===== src/rtl/pattern_gen_arbiter.sv =====
// Round-robin arbiter that time-shares one external 3-bit pattern generator among NREQ requesters:
// flushes the generator after reset, grants one requester per burst, pulses the go input, routes y back.
module pattern_gen_arbiter #(
  parameter int NREQ      = 4,
  parameter int BURST_CYC = 6,
  parameter int FLUSH_CYC = 5,
  parameter int CNT_W     = 8
) (
  input  logic             clk,
  input  logic             rst_n,
  input  logic [NREQ-1:0]  req,
  output logic [NREQ-1:0]  gnt,
  output logic             fsm_x,
  input  logic             fsm_y,
  output logic [NREQ-1:0]  y_out,
  output logic             ready,
  output logic             busy,
  output logic [CNT_W-1:0] burst_cnt
);

  localparam int IDX_W   = (NREQ > 1) ? $clog2(NREQ) : 1;
  localparam int TMR_MAX = (BURST_CYC > FLUSH_CYC) ? BURST_CYC : FLUSH_CYC;
  localparam int TMR_W   = $clog2(TMR_MAX + 1);

  typedef enum logic [1:0] {
    ST_FLUSH,
    ST_IDLE,
    ST_FIRE,
    ST_RUN
  } state_t;

  state_t             state_q, state_d;
  logic [TMR_W-1:0]   tmr_q, tmr_d;
  logic [NREQ-1:0]    gnt_q, gnt_d;
  logic               x_q, x_d;
  logic [IDX_W-1:0]   last_q, last_d;
  logic [CNT_W-1:0]   cnt_q, cnt_d;

  logic               win_found;
  logic [IDX_W-1:0]   win_idx;
  logic [NREQ-1:0]    win_vec;
  logic [IDX_W-1:0]   cand_idx;
  int                 cand;

  // Round-robin search: first asserted request strictly after the last grant, wrapping modulo NREQ.
  always_comb begin
    // NOTE: every variable gets a default before any branch, so no path leaves a value held (no latch).
    win_found = 1'b0;
    win_idx   = last_q;
    win_vec   = '0;
    cand      = 0;
    cand_idx  = '0;
    for (int off = 1; off <= NREQ; off++) begin
      cand = int'(last_q) + off;
      if (cand >= NREQ) cand = cand - NREQ;
      cand_idx = IDX_W'(cand);
      if (!win_found && req[cand_idx]) begin
        win_found = 1'b1;
        win_idx   = cand_idx;
      end
    end
    win_vec[win_idx] = win_found;
  end

  always_comb begin
    state_d = state_q;
    tmr_d   = tmr_q;
    gnt_d   = gnt_q;
    x_d     = 1'b0;
    last_d  = last_q;
    cnt_d   = cnt_q;
    unique case (state_q)
      ST_FLUSH: begin
        if (tmr_q == TMR_W'(FLUSH_CYC - 1)) begin
          state_d = ST_IDLE;
          tmr_d   = '0;
        end else begin
          tmr_d = tmr_q + 1'b1;
        end
      end
      ST_IDLE: begin
        gnt_d = '0;
        if (win_found) begin
          state_d = ST_FIRE;
          gnt_d   = win_vec;
          x_d     = 1'b1;
          last_d  = win_idx;
        end
      end
      ST_FIRE: begin
        state_d = ST_RUN;
        tmr_d   = '0;
        cnt_d   = cnt_q + 1'b1;
      end
      ST_RUN: begin
        // RUN covers the remaining BURST_CYC-1 cycles; the generator is back at 000 on the next cycle.
        if (tmr_q == TMR_W'(BURST_CYC - 2)) begin
          state_d = ST_IDLE;
          gnt_d   = '0;
          tmr_d   = '0;
        end else begin
          tmr_d = tmr_q + 1'b1;
        end
      end
      default: state_d = ST_FLUSH;
    endcase
  end

  // NOTE: state registers use non-blocking assignments so every flop samples pre-edge values.
  always_ff @(posedge clk) begin
    if (!rst_n) begin
      state_q <= ST_FLUSH;
      tmr_q   <= '0;
      gnt_q   <= '0;
      x_q     <= 1'b0;
      last_q  <= IDX_W'(NREQ - 1);
      cnt_q   <= '0;
    end else begin
      state_q <= state_d;
      tmr_q   <= tmr_d;
      gnt_q   <= gnt_d;
      x_q     <= x_d;
      last_q  <= last_d;
      cnt_q   <= cnt_d;
    end
  end

  assign gnt       = gnt_q;
  assign fsm_x     = x_q;
  assign burst_cnt = cnt_q;
  assign y_out     = gnt_q & {NREQ{fsm_y}};
  assign ready     = (state_q == ST_IDLE);
  assign busy      = (state_q == ST_FIRE) || (state_q == ST_RUN);

endmodule


===== config.mk =====
export PLATFORM = sky130hd
export DESIGN_NAME = pattern_gen_arbiter
export DESIGN_NICKNAME = d
export VERILOG_FILES = /design/src/rtl/pattern_gen_arbiter.sv
export SDC_FILE = /design/constraint.sdc
export NUM_CORES = 1
export LEC_CHECK = 0
export ABC_AREA = 0
export CORE_MARGIN = 10
export CORE_UTILIZATION = 55
export CTS_CLUSTER_SIZE = 25
export DETAILED_ROUTE_END_ITERATION = 6
export DONT_BUFFER_PORTS = 1
export PLACE_DENSITY = 0.83
export SYNTH_ARGS = -nofsm -noshare
export SYNTH_HDL_FRONTEND = slang
export SYNTH_SLANG_ARGS = --single-unit

===== constraint.sdc =====
create_clock -name clk -period 1.48 [get_ports clk]
set_input_delay 0.148 -clock clk [delete_from_list [all_inputs] [get_ports clk]]
set_output_delay 0.148 -clock clk [all_outputs]
set_load 0.005 [all_outputs]

==> results of run 1 <==
## metrics by stage
step | area (um2) | hold WS (ps) | worst slack, ps | cells
floorplan | 1094 | 292.3 | 99.51 | 115
global placement | 1144 | 246.3 | 41.17 | 143
detailed placement | 1144 | 244.7 | 11.10 | 143
CTS | 1222 | 74.92 | 2.864 | 149
global route | 1269 | 70.31 | -18.48 | 150
finish | 1269 | 73.16 | 40.92 | 150
## cell usage after synthesis, drive strengths merged
cell type | instances | area [um2]
dfxtp | 20 | 400.4
buf | 2 | 10.01
a32o | 1 | 11.26
nand3 | 3 | 15.01
o2bb2ai | 1 | 8.760
nand2b | 1 | 6.260
o31ai | 1 | 21.27
or2 | 1 | 6.260
and3b | 1 | 10.01
a22o | 2 | 17.52
nand2 | 9 | 33.78
inv | 4 | 15.01
ha | 7 | 87.58
or3 | 4 | 30.03
xor2 | 1 | 8.760
o211ai | 1 | 7.510
and2b | 1 | 8.760
and3 | 1 | 6.260
a21oi | 5 | 25.02
nor2 | 5 | 18.77
nor3 | 1 | 10.01
nor3b | 4 | 35.03
and2 | 12 | 75.07
nand4 | 3 | 18.77
a21boi | 4 | 30.02
o41ai | 1 | 27.53
nor2b | 4 | 32.53
clkbuf | 1 | 3.750
a22oi | 1 | 7.510
xnor2 | 4 | 35.03
o21ai | 4 | 20.02
mux2i | 3 | 30.03
nor4 | 1 | 12.51
o21a | 1 | 7.510
## report_power, final
group,internal (mW),switching [mW]
registers,0.653,0.115
logic,0.459,0.444
clock network,0.274,0.181
## final timing paths
path,end,slack [ps],cells past startpoint
max,busy,40,4
min,last_q[1],70,3
max reg2reg,gnt[2],90,6
min reg2reg,gnt[1],510,1
## sequential cells by signal, indices dropped and copies added, names as in the netlist
name       count
burst_cnt      8
fsm_x          1
state_q        2
gnt            4
tmr_q          3
last_q         2
## cell type report
cell class                 count  area, um2  area share [%]
multi-input combinational     88      703.2           55.42
sequential                    20      405.4           31.95
clock inverter                 1      30.03           2.367
tap                           27      33.78           2.663
clock buffer                   3      22.52           1.775
timing repair buffer           7      58.81           4.635
inverter                       4      15.01           1.183
## per-layer routing
| metal | routed length, um | GRT usage (%) |
|---|---|---|
| met5 | 0 | 0 |
| met4 | 0 | 3.476 |
| met3 | 188 | 4.467 |
| met2 | 1269 | 19.46 |
| met1 | 938 | 10.91 |
## cell families after synthesis
family	count (synthesis)	share of synthesized area (%)
flops	20	36.61
mux	3	2.746
simple gates	51	29.18
xor+xnor	5	4.004
buf+inv	7	2.631
fa+ha+maj	7	8.009
compound gates	22	16.82
## worst max-delay path, delay by kind of cell (launching register included)
kind	cells	cell delay [ps]
DFF	1	360
and+or+nand+nor	1	250
adders and majority gates	1	190
buffers and inverters	2	180
## repair_timing
action | CTS | global route
endpoints found under the hold margin | 15 | 0
gates cloned | 0 | 0
setup endpoints to repair | 2 | 9
pin swaps | 0 | 1
buffers inserted | 1 | 1
hold buffers | 1 | 0
gates resized for setup | 4 | 11
==> results.ini, run 1 <==
[run_status]
outcome = finished clean

[timing]
max_slew_margin_pct = 69.42
finalSetupTns_ps = 0
clock_skew_ps = 2.098
drv_slew = 0
setup_violations = 0
max_slew.worst_pin.slew_ps = 457.1
hold_viol_final = 0
final.min_clock_period_ps = 1439
finalCritPeriodShare_pct = 97.24
fmax_mhz = 694.9

[logic_synthesis]
yosysUniqueCellTypes = 38
synth_sequential_area_ratio_pct = 36.61
synth_cells = 115
synth_area_um2 = 1094
yosysWarningCount = 0
synth-seq-cells = 20
avgSynthCellArea_um2 = 9.509
synth_nets = 129

[setup_path]
critPathLaunchType = flip-flop
worstPathArrival_ps = 1290
cp-startpoint = state_q[0]
path_max_fanout = 6
cp.required_ps = 1330
path_cells = inv_2 -> ha_2 -> buf_6 -> or2_4
max_stage_delay_ps = 360
rr_startpoint = tmr_q[0]
crit_type = reg2out
crit_path_end_kind = output port
cpMaxStageDelayCell = dfxtp_2

[clock_network]
cts_tree = done
cts_buffer_depth = 2
h-tree-depth = 1
numCtsBuffers = 3
cts_sinks = 20
clk_latency_ps = 300
clk_pin_slew_ps = 120
cts_root_buf = clkbuf_4

[finish]
layout_common_cells = dfxtp_1 (16), and2_1 (12), nand2_1 (8)
nFillCells = 155
utilization_pct = 66.02
synthToLayoutAreaGrowth_pct = 16.02
num_antenna_cells = 0
drive_gt1_share_pct = 26.02
fin_nets = 138
layout_commonest_cell = dfxtp_1

[floorplan]
die_w_um = 64.59
rows = 16
core_area_um2 = 1922
die_h_um = 64.59
die-area_um2 = 4172
ioPinCount = 26
start_util_pct = 56.90

[global_routing]
overflow = 0
grt_pass1_wl_um = 3795
grt_antenna_before_repair = 0
grt_max_degree = 16
grt.total_usage_pct = 10.75
first_global_vias = 828

[detailed_routing]
vias_per_cell = 5.620
vias = 843
wl_um = 2396
drt_pass1_iterations = 5
ant_nets = 0
drt-initial-drc-count = 32
drc_errors = 0
routedWlPerCell_um = 15.97

[placed_design]
place_congestion = 0.8139
port_buffers = 0
dp_hpwl_um = 1702

[pwr]
power_leakage_nw = 0.4957
power_mw = 2.125
peakVddDrop_mv = 0.9055
cellPowerDensity_nw_per_um2 = 1675

[min_path]
hold_path_startpoint = req[2]
holdCritPathClass = in2reg

[flow_run]
maxCapViolations = 0

No activity file was read; power rests on OpenSTA's default activity.
==> run 2: changes to the inputs <==
--- a/config.mk
+++ b/config.mk
@@ -6,8 +6,10 @@
 export NUM_CORES = 1
 export LEC_CHECK = 0
 export ABC_AREA = 0
+export CAP_MARGIN = 20
 export CORE_MARGIN = 10
 export CORE_UTILIZATION = 55
+export CTS_CLUSTER_DIAMETER = 120
 export CTS_CLUSTER_SIZE = 25
 export DETAILED_ROUTE_END_ITERATION = 6
 export DONT_BUFFER_PORTS = 1
==> results of run 2 <==
Final layout, timing and power as in run 1 (identical DEF).
==> run 3: changes to the inputs <==
--- a/config.mk
+++ b/config.mk
@@ -7,13 +7,15 @@
 export LEC_CHECK = 0
 export ABC_AREA = 0
 export CAP_MARGIN = 20
+export CELL_PAD_IN_SITES_DETAIL_PLACEMENT = 1
+export CELL_PAD_IN_SITES_GLOBAL_PLACEMENT = 1
 export CORE_MARGIN = 10
-export CORE_UTILIZATION = 55
+export CORE_UTILIZATION = 41
 export CTS_CLUSTER_DIAMETER = 120
-export CTS_CLUSTER_SIZE = 25
+export CTS_CLUSTER_SIZE = 8
 export DETAILED_ROUTE_END_ITERATION = 6
 export DONT_BUFFER_PORTS = 1
-export PLACE_DENSITY = 0.83
+export PLACE_DENSITY = 0.82
 export SYNTH_ARGS = -nofsm -noshare
 export SYNTH_HDL_FRONTEND = slang
 export SYNTH_SLANG_ARGS = --single-unit
==> run 3 against run 2 <==
Setup slack worse by 1.7 ps. Global-route usage rose by 0.10 points. Flip-flop and latch count did not move. Die area rose by 23%. Routed wire length rose by 28%. Combinational power up 7.6%. Via count up 2.6%. Worst hold slack worse by 6.5 ps. Largest cell class unchanged. Sequential power rose by 2%. Cell count is 2.7% higher. Register-to-register slack got worse by 50 ps. Count of clock-buffer cells in the layout rose by 1.
==> results.ini, run 3 (same netlist as run 1, synthesis figures left out) <==
[pwr]
cellPowerDensity_nw_per_um2 = 1628  ; -2.8%
power_leakage_nw = 0.4988  ; +0.63%
peakVddDrop_mv = 0.8147  ; -10%
power_mw = 2.090  ; -1.6%

[flow_run]
maxCapViolations = 0  ; unchanged

[timing]
fmax_mhz = 694.1  ; -0.12%
rsz0062_at_grt = true
hold_viol_final = 0  ; unchanged
drv_slew = 0  ; unchanged
final.min_clock_period_ps = 1441  ; +1.720 ps
max_slew_margin_pct = 68.00  ; -1.4 points
max_slew.worst_pin.slew_ps = 478.4  ; +21.27 ps
finalSetupTns_ps = 0  ; unchanged
holdWs_ps = 66.70  ; -6.465 ps
clock_skew_ps = 3.497  ; +1.399 ps
setup_violations = 0  ; unchanged
finalCritPeriodShare_pct = 97.35  ; +0.12 points

[global_routing]
overflow = 0  ; unchanged
first_global_vias = 898  ; +8.5%
grt_antenna_before_repair = 0  ; unchanged
grt_max_degree = 16  ; unchanged
grt_pass1_wl_um = 4623  ; +22%
grt.total_usage_pct = 10.85  ; +0.10 points

[min_path]
holdCritPathClass = in2reg
whs_path_depth = 3  ; unchanged

[finish]
layout_common_cells = dfxtp_1 (16), and2_1 (12), nand2_1 (8)
num_antenna_cells = 0  ; unchanged
drive_gt1_share_pct = 27.42  ; +1.4 points
fin_nets = 139  ; +0.72%
layout_commonest_cell = dfxtp_1
final_area_um2 = 1284  ; +1.2%
nFillCells = 287  ; +85%
synthToLayoutAreaGrowth_pct = 17.39
utilization_pct = 50.89  ; -15 points
largest_register_ffs = 8  ; unchanged

[placed_design]
dpl-instance-area_um2 = 1147  ; +0.33%
port_buffers = 0  ; unchanged
dp_hpwl_um = 2005  ; +18%
place_congestion = 0.7512  ; -7.7%

[run_status]
outcome = finished clean

[floorplan]
die_w_um = 71.65  ; +11%
ioPinCount = 26  ; unchanged
start_util_pct = 43.35  ; -14 points
die-area_um2 = 5133  ; +23%
core_area_um2 = 2522  ; +31%
die_h_um = 71.65  ; +11%
rows = 18  ; +2

[setup_path]
r2r_cells = 6  ; unchanged
r2r_end = gnt[3]
crit_path_end_kind = flip-flop
cp.required_ps = 1690  ; +360 ps
path_max_fanout = 4  ; -2
crit_end = gnt[3]
critPathLaunchType = flip-flop
worstPathArrival_ps = 1650  ; +360 ps
rr_startpoint = state_q[1]
rrSetupSlack_ps = 40  ; -50 ps
cp-startpoint = state_q[1]
crit_type = reg2reg

[clock_network]
clk_latency_ps = 300  ; about the same
cts_tree = done
clk_pin_slew_ps = 120  ; about the same
cts_root_buf = clkbuf_4
h-tree-depth = 1  ; unchanged
cts_sinks = 20  ; unchanged
cts_buffer_depth = 2  ; unchanged
numCtsBuffers = 3  ; unchanged

[detailed_routing]
vias = 865  ; +2.6%
drt_pass1_iterations = 3  ; -2
ant_nets = 0  ; unchanged
vias_per_cell = 5.617  ; about the same
routedWlPerCell_um = 19.90  ; +25%
wl_um = 3064  ; +28%
drc_errors = 0  ; unchanged
drt-initial-drc-count = 45  ; +41%

-- run 3: layout make-up --
class                   count  area [um2]  area share [%]
clock buffers               4       36.28           2.827
inverters                   4       15.01           1.170
multi-input cells          88       723.2           56.34
flip-flops and latches     20       405.4           31.58
well taps                  30       37.54           2.924
repair buffers              8       66.31           5.166
-- run 3: report_power, final --
| part | total, mW | leakage, nW | switching, mW | internal, mW |
|---|---|---|---|---|
| clock network | 0.333 | 0.0210 | 0.183 | 0.150 |
| logic | 0.972 | 0.315 | 0.482 | 0.490 |
| registers | 0.785 | 0.163 | 0.132 | 0.653 |
-- run 3: worst max-delay path, stage by stage (launching register included) --
cell	delay (ps)
dfxtp_2	380
inv_1	140
ha_4	190
nor2_1	60
a21oi_2	90
and2b_2	250
a22o_1	230
-- run 3: worst min-delay path by stage --
stage,endpoint,slack [ps],start
after CTS,last_q[1],70,req[2]
after global routing,last_q[1],100,req[2]
after floorplan,fsm_x,290,rst_n
after detailed placement,last_q[1],250,rst_n
after global placement,last_q[1],250,rst_n
final,last_q[1],70,req[2]
-- run 3: stage by stage --
step / std cells / setup slack, ps
after floorplan: 115 / 99.51
after detailed placement: 146 / -37.61
after global placement: 146 / 20.22
after global routing: 154 / -35.32
final: 154 / 39.20
after CTS: 152 / 20.31
-- run 3: timing repair --
item                       in CTS  in global routing
setup buffers                   1                  2
hold buffers                    1                  0
pin swaps                       0                  3
setup endpoints to repair       5                  8
hold endpoints to repair       15                  0
gates resized for setup         8                 10
-- run 3: routing by layer --
layer / vias up / track usage, % / share of wire (%)
li1: 421 / - / -
met1: 428 / 10.98 / 39
met2: 14 / 20.59 / 55
met3: 2 / 3.719 / 5.1
met4: 0 / 2.581 / 0.49
met5: - / 0 / 0
